### config.mk
export PLATFORM = sky130hd
export DESIGN_NAME = video_fetch_rob
export DESIGN_NICKNAME = d
export VERILOG_FILES = /design/src/rtl/fta_bus_pkg.sv /design/src/rtl/video_pkg.sv /design/src/rtl/video_rob_ram.sv /design/src/rtl/video_fetch_rob.sv
export SDC_FILE = /design/constraint.sdc
export NUM_CORES = 2
export LEC_CHECK = 0
export ABC_AREA = 1
export CORE_UTILIZATION = 45
export DETAILED_ROUTE_END_ITERATION = 8
export GPL_ROUTABILITY_DRIVEN = 0
export HOLD_SLACK_MARGIN = 0.12
export PLACE_DENSITY = 0.66
export SLEW_MARGIN = 15
export SYNTH_ARGS = -nofsm -noshare
export SYNTH_HDL_FRONTEND = slang
export SYNTH_HIERARCHICAL = 1
export SYNTH_SLANG_ARGS = --single-unit
### constraint.sdc
create_clock -name clk -period 6.67 [get_ports clk]
set_clock_uncertainty 0.1 [all_clocks]
set_input_delay 1.334 -clock clk [delete_from_list [all_inputs] [get_ports clk]]
set_output_delay 1.334 -clock clk [all_outputs]
set_load 0.05 [all_outputs]
### src/rtl/fta_bus_pkg.sv
// Shared FTA memory-bus types: 128-bit single-beat command request and response.
package fta_bus_pkg;

  typedef logic [31:0] fta_address_t;
  typedef logic [5:0]  fta_cid_t;
  typedef logic [7:0]  fta_tid_t;

  typedef struct packed {
    fta_cid_t     cid;
    fta_tid_t     tid;
    logic         cyc;
    logic         we;
    logic [15:0]  sel;
    fta_address_t padr;
    logic [127:0] data1;
  } fta_cmd_request128_t;

  typedef struct packed {
    fta_cid_t     cid;
    fta_tid_t     tid;
    logic         stall;
    logic         ack;
    logic         err;
    fta_address_t adr;
    logic [127:0] dat;
  } fta_cmd_response128_t;

endpackage

### src/rtl/video_pkg.sv
// Defaults and tag type for the video frame-buffer fetch reorder buffer.
package video_pkg;
  import fta_bus_pkg::*;

  localparam int       VIDEO_NTAG      = 16;
  localparam int       VIDEO_ADRSTEP   = 16;
  localparam fta_cid_t VIDEO_FETCH_CID = 6'd3;

  typedef logic [$clog2(VIDEO_NTAG)-1:0] video_rob_tag_t;

endpackage

### src/rtl/video_rob_ram.sv
// Reorder-buffer beat storage: one write port for accepted responses, one
// registered read port feeding the head-of-line output register.
module video_rob_ram #(
  parameter int DEPTH = 16,
  parameter int AW    = 4,
  parameter int DW    = 128
) (
  input  logic          clk,
  input  logic          rst_n,
  input  logic          wr_en,
  input  logic [AW-1:0] wr_adr,
  input  logic [DW-1:0] wr_dat,
  input  logic          rd_en,
  input  logic [AW-1:0] rd_adr,
  output logic [DW-1:0] rd_dat
);

  logic [DW-1:0] mem [DEPTH];

  always_ff @(posedge clk) begin
    if (wr_en) mem[wr_adr] <= wr_dat;
  end

  // The read register doubles as the output data register, so it is reset.
  always_ff @(posedge clk or negedge rst_n) begin
    if (!rst_n)     rd_dat <= '0;
    else if (rd_en) rd_dat <= mem[rd_adr];
  end

endmodule

### src/rtl/video_fetch_rob.sv
// Frame-buffer fetch engine: issues tagged 128-bit reads for consecutive
// addresses and returns out-of-order responses to the display in address order.
module video_fetch_rob
  import fta_bus_pkg::*, video_pkg::*;
#(
  parameter int       NTAG    = VIDEO_NTAG,
  parameter fta_cid_t CID     = VIDEO_FETCH_CID,
  parameter int       ADRSTEP = VIDEO_ADRSTEP
) (
  input  logic                 clk,
  input  logic                 rst_n,
  input  logic                 en,
  input  logic                 vSync,
  input  fta_address_t         base_adr,
  input  logic [19:0]          frame_beats,
  output fta_cmd_request128_t  req,
  input  fta_cmd_response128_t resp,
  output logic                 out_valid,
  output logic [127:0]         out_dat,
  input  logic                 out_ready,
  output logic [15:0]          drop_cnt
);

  localparam int TAGW = $clog2(NTAG);
  typedef logic [TAGW-1:0] tag_t;

  logic         vsync_q;
  logic         restart;
  fta_address_t adr;
  logic [19:0]  beats_left;
  tag_t         wr_ptr;
  tag_t         rd_ptr;
  logic [NTAG-1:0] inuse;
  logic [NTAG-1:0] valid;
  logic         epoch;

  logic issue;
  logic hit;
  logic acc_ok;
  logic acc_bad;
  logic drain;
  logic load;
  tag_t acc_tag;
  logic acc_ep;
  tag_t next_ptr;
  logic unused_resp;

  assign restart  = vSync & ~vsync_q;
  assign issue    = en && (beats_left != '0) && !inuse[wr_ptr] && !resp.stall && !restart;

  // The bit above the tag carries the frame epoch so stale responses are recognised.
  assign acc_tag  = resp.tid[TAGW-1:0];
  assign acc_ep   = resp.tid[TAGW];
  assign hit      = resp.ack && (resp.cid == CID) && !restart;
  assign acc_ok   = hit && (acc_ep == epoch) && inuse[acc_tag] && !valid[acc_tag];
  assign acc_bad  = hit && !acc_ok;

  assign drain    = out_valid && out_ready && !restart;
  assign next_ptr = drain ? rd_ptr + 1'b1 : rd_ptr;
  assign load     = !restart && (drain || !out_valid) && valid[next_ptr];

  assign unused_resp = ^{resp.adr, resp.err, resp.tid};

  always_ff @(posedge clk or negedge rst_n) begin
    if (!rst_n) begin
      vsync_q    <= 1'b0;
      req        <= '0;
      adr        <= '0;
      beats_left <= '0;
      wr_ptr     <= '0;
      rd_ptr     <= '0;
      inuse      <= '0;
      valid      <= '0;
      epoch      <= 1'b0;
      out_valid  <= 1'b0;
      drop_cnt   <= '0;
    end else begin
      vsync_q <= vSync;
      req.cyc <= issue;
      if (restart) begin
        adr        <= base_adr;
        beats_left <= frame_beats;
        wr_ptr     <= '0;
        rd_ptr     <= '0;
        inuse      <= '0;
        valid      <= '0;
        epoch      <= ~epoch;
        out_valid  <= 1'b0;
      end else begin
        if (issue) begin
          req.padr           <= adr;
          req.cid            <= CID;
          req.tid            <= fta_tid_t'({epoch, wr_ptr});
          req.we             <= 1'b0;
          req.sel            <= '1;
          inuse[wr_ptr]      <= 1'b1;
          wr_ptr             <= wr_ptr + 1'b1;
          adr                <= adr + fta_address_t'(ADRSTEP);
          beats_left         <= beats_left - 1'b1;
        end
        if (acc_ok) valid[acc_tag] <= 1'b1;
        if (acc_bad && drop_cnt != 16'hFFFF) drop_cnt <= drop_cnt + 1'b1;
        if (drain) begin
          inuse[rd_ptr] <= 1'b0;
          valid[rd_ptr] <= 1'b0;
          rd_ptr        <= rd_ptr + 1'b1;
        end
        if (load)       out_valid <= 1'b1;
        else if (drain) out_valid <= 1'b0;
      end
    end
  end

  video_rob_ram #(
    .DEPTH(NTAG),
    .AW   (TAGW),
    .DW   (128)
  ) u_ram (
    .clk   (clk),
    .rst_n (rst_n),
    .wr_en (acc_ok),
    .wr_adr(acc_tag),
    .wr_dat(resp.dat),
    .rd_en (load),
    .rd_adr(next_ptr),
    .rd_dat(out_dat)
  );

endmodule

==> metrics.txt <==
outcome complete, no violations; vias in the first global route 61.1k; worst-margin pin slew 1090 ps; Die Ht 463 µm; total negative slack 0 ps; FF+latch count, synth 2326; FFs w/ async S/R, synth 12.0%; Yosys top cell area share 64.3%; setup bufs post-CTS 0; Worst slew margin 26.8%; Yosys cell types 35; # IOs 571; WL per Instance 22.0 µm; Power Dens Cells 321 nW/µm²; global-route wire length before repair 385000 µm; CP Data Required Time 7100 ps; Post-CTS Hold Fix Bufs 0; TritonCTS clock tree built; number of remaining DRC errors 0; CP Launch Point resp[164]; CTS root buf clkbuf_16; Final Critical Period 5010 ps; worst r2r dst u_ram/rd_dat[15]; share of cells above drive strength 1 6.03%; Tot GR Track Use 23.5%; via count 64.4k; pin count of the biggest net entering global routing 185; Die W 463 µm; met2 GRT Util 38.1%; register area share after synthesis 71.6%; most common cell after layout, fill and taps aside nand2_1; Reg2Reg Setup Slack 2330 ps; Util after Layout 52.4%; R2R depth 17; DIE AREA 214000 µm²; PortBufs 398; CP Max Fanout 13; Skew-Pair Late Insertion Delay 880 ps; GR met3 Demand/Resource 3.94%; Final setup viols 0; # clock sinks 2326; Initial Util 45.5%; final critical-path share of the clock period 75.0%; post-synth top area cell edfxtp_1; Final ANT Viol Nets 0; RSZ-0062 raised after global routing no; H-tree levels 4; Max Freq 0.200 GHz; drt pass-1 iters 5; r2r startpoint out_valid; met1 GRT Util 32.0%; final hold viol count 0; WS Path Type primary input to flip-flop; most frequent cells in the layout nand2_1 (2894), edfxtp_1 (2048), nand3_1 (1972); Min-Delay Path Class primary input to async pin; Routed WL 257000 µm; Mapped Cells 8397; Longest Clk Path Bufs 3; Core Box Area 210000 µm²; Most used DFF post-synth edfxtp_1; Num CTS Buffers 235; Final nets 8896; aggregate global routing overflow 0; antenna violations before repair 30; Synth Area per Inst 11.4 µm²; Area Growth Syn to Fin 15.2%; main area contributors after synthesis edfxtp_1 (64%), nand2_1 (11%), nand3_1 (10%); Most Crowded Layer GR met2; Post-synth EDFFs 2048; post-DP HPWL 131000 µm; Worst setup SP type primary input; max-cap viol count 0; maximum vdd drop 346 µV; Design Area, Final 110000 µm²; yosys warns 262; Leak 40.5 nW; Worst setup EP type flip-flop; post-CTS sizing 0; post-synthesis cell area 95700 µm²; Via density 5.52; Iteration-0 DRC Markers 6459; Rows 168; arrival time worst endpoint 5440 ps; Clk pin slew, worst setup/hold paths 60 ps; placed inst area 102000 µm²; final-report max-slew violation count 0
## area by class of cell
type / instances / area (µm²)
Fill cell: 17691 / 100000
Tap cell: 2805 / 3510
Clock inverter: 128 / 1560
Inverter: 136 / 574
Multi-Input combinational cell: 5418 / 23700
Timing Repair Buffer: 533 / 5980
Sequential cell: 2326 / 68500
Clock buffer: 317 / 6410
Antenna cell: 10 / 25.0
## synthesized netlist by cell type, types with 21 or more instances
cell type,number
buf_2,260
a21oi_1,28
edfxtp_1,2048
o21ai_0,103
buf_1,57
nor2_1,136
buf_4,204
inv_1,128
dfrtp_1,278
clkbuf_1,115
xor2_1,36
nand2_1,2895
nand4_1,21
nand3_1,1972
## power breakdown
group / total [mW] / internal (mW) / switching, mW
clock network: 13.4 / 7.77 / 5.64
registers: 17.2 / 16.5 / 0.662
logic: 4.75 / 1.42 / 3.32
## metrics by stage
step | std cells | power, mW | hold slack, ps | setup WS [ps]
floorplan | 8532 | 20.3 | 342 | -1830
finish | 11673 | 35.3 | 327 | 1660
global placement | 11218 | 22.1 | 353 | 978
CTS | 11663 | 35.6 | 292 | 1860
global route | 11671 | 36.4 | 322 | 1580
detailed placement | 11218 | 22.2 | 365 | 961
## how the worst max path moves through the flow
stage	cells after the start	end	slack [ps]
2_1_floorplan	12	u_ram/mem[10][0]	-1830
3_3_place_gp	10	u_ram/mem[9][52]	980
3_5_place_dp	10	u_ram/mem[9][52]	960
4_1_cts	10	u_ram/mem[9][62]	1860
5_1_grt	10	u_ram/mem[9][62]	1580
6_report	10	u_ram/mem[9][62]	1660
## kinds of logic (layout without fill, tap and decap cells)
group           count (synthesis)  after routing  synth area share, %
compound gates                156            156                0.838
xor+xnor                       51             51                0.467
fa+ha+maj                      12             12                0.157
buf+inv                       788           1114                 4.36
flops                        2326           2326                 71.6
other cells                     1            146              0.00392
simple gates                 5063           5063                 22.6
## worst max-delay path, stage by stage
cell,delay [ps]
clkdlybuf4s50_1,960
nor2_1,320
o21ai_0,180
nand2_1,70
o21ai_1,350
nand3_2,350
inv_1,240
nand3b_1,350
nor2_4,830
buf_4,420
## per-layer routing
layer | vias up | part of all wire (%)
li1 | 29409 | -
met1 | 31817 | 42
met2 | 2696 | 48
met3 | 446 | 7.7
met4 | 26 | 2.9
met5 | - | 0.064
## registers in the layout (all words and copies together), names as in the netlist
register / count
adr: 32
beats_left: 20
drop_cnt: 16
epoch: 1
inuse: 16
out_valid: 1
rd_ptr: 4
req: 39
u_ram/mem: 2048
u_ram/rd_dat: 128
valid: 16
vsync_q: 1
wr_ptr: 4
Note: power is estimated with default switching activity, not from simulation.
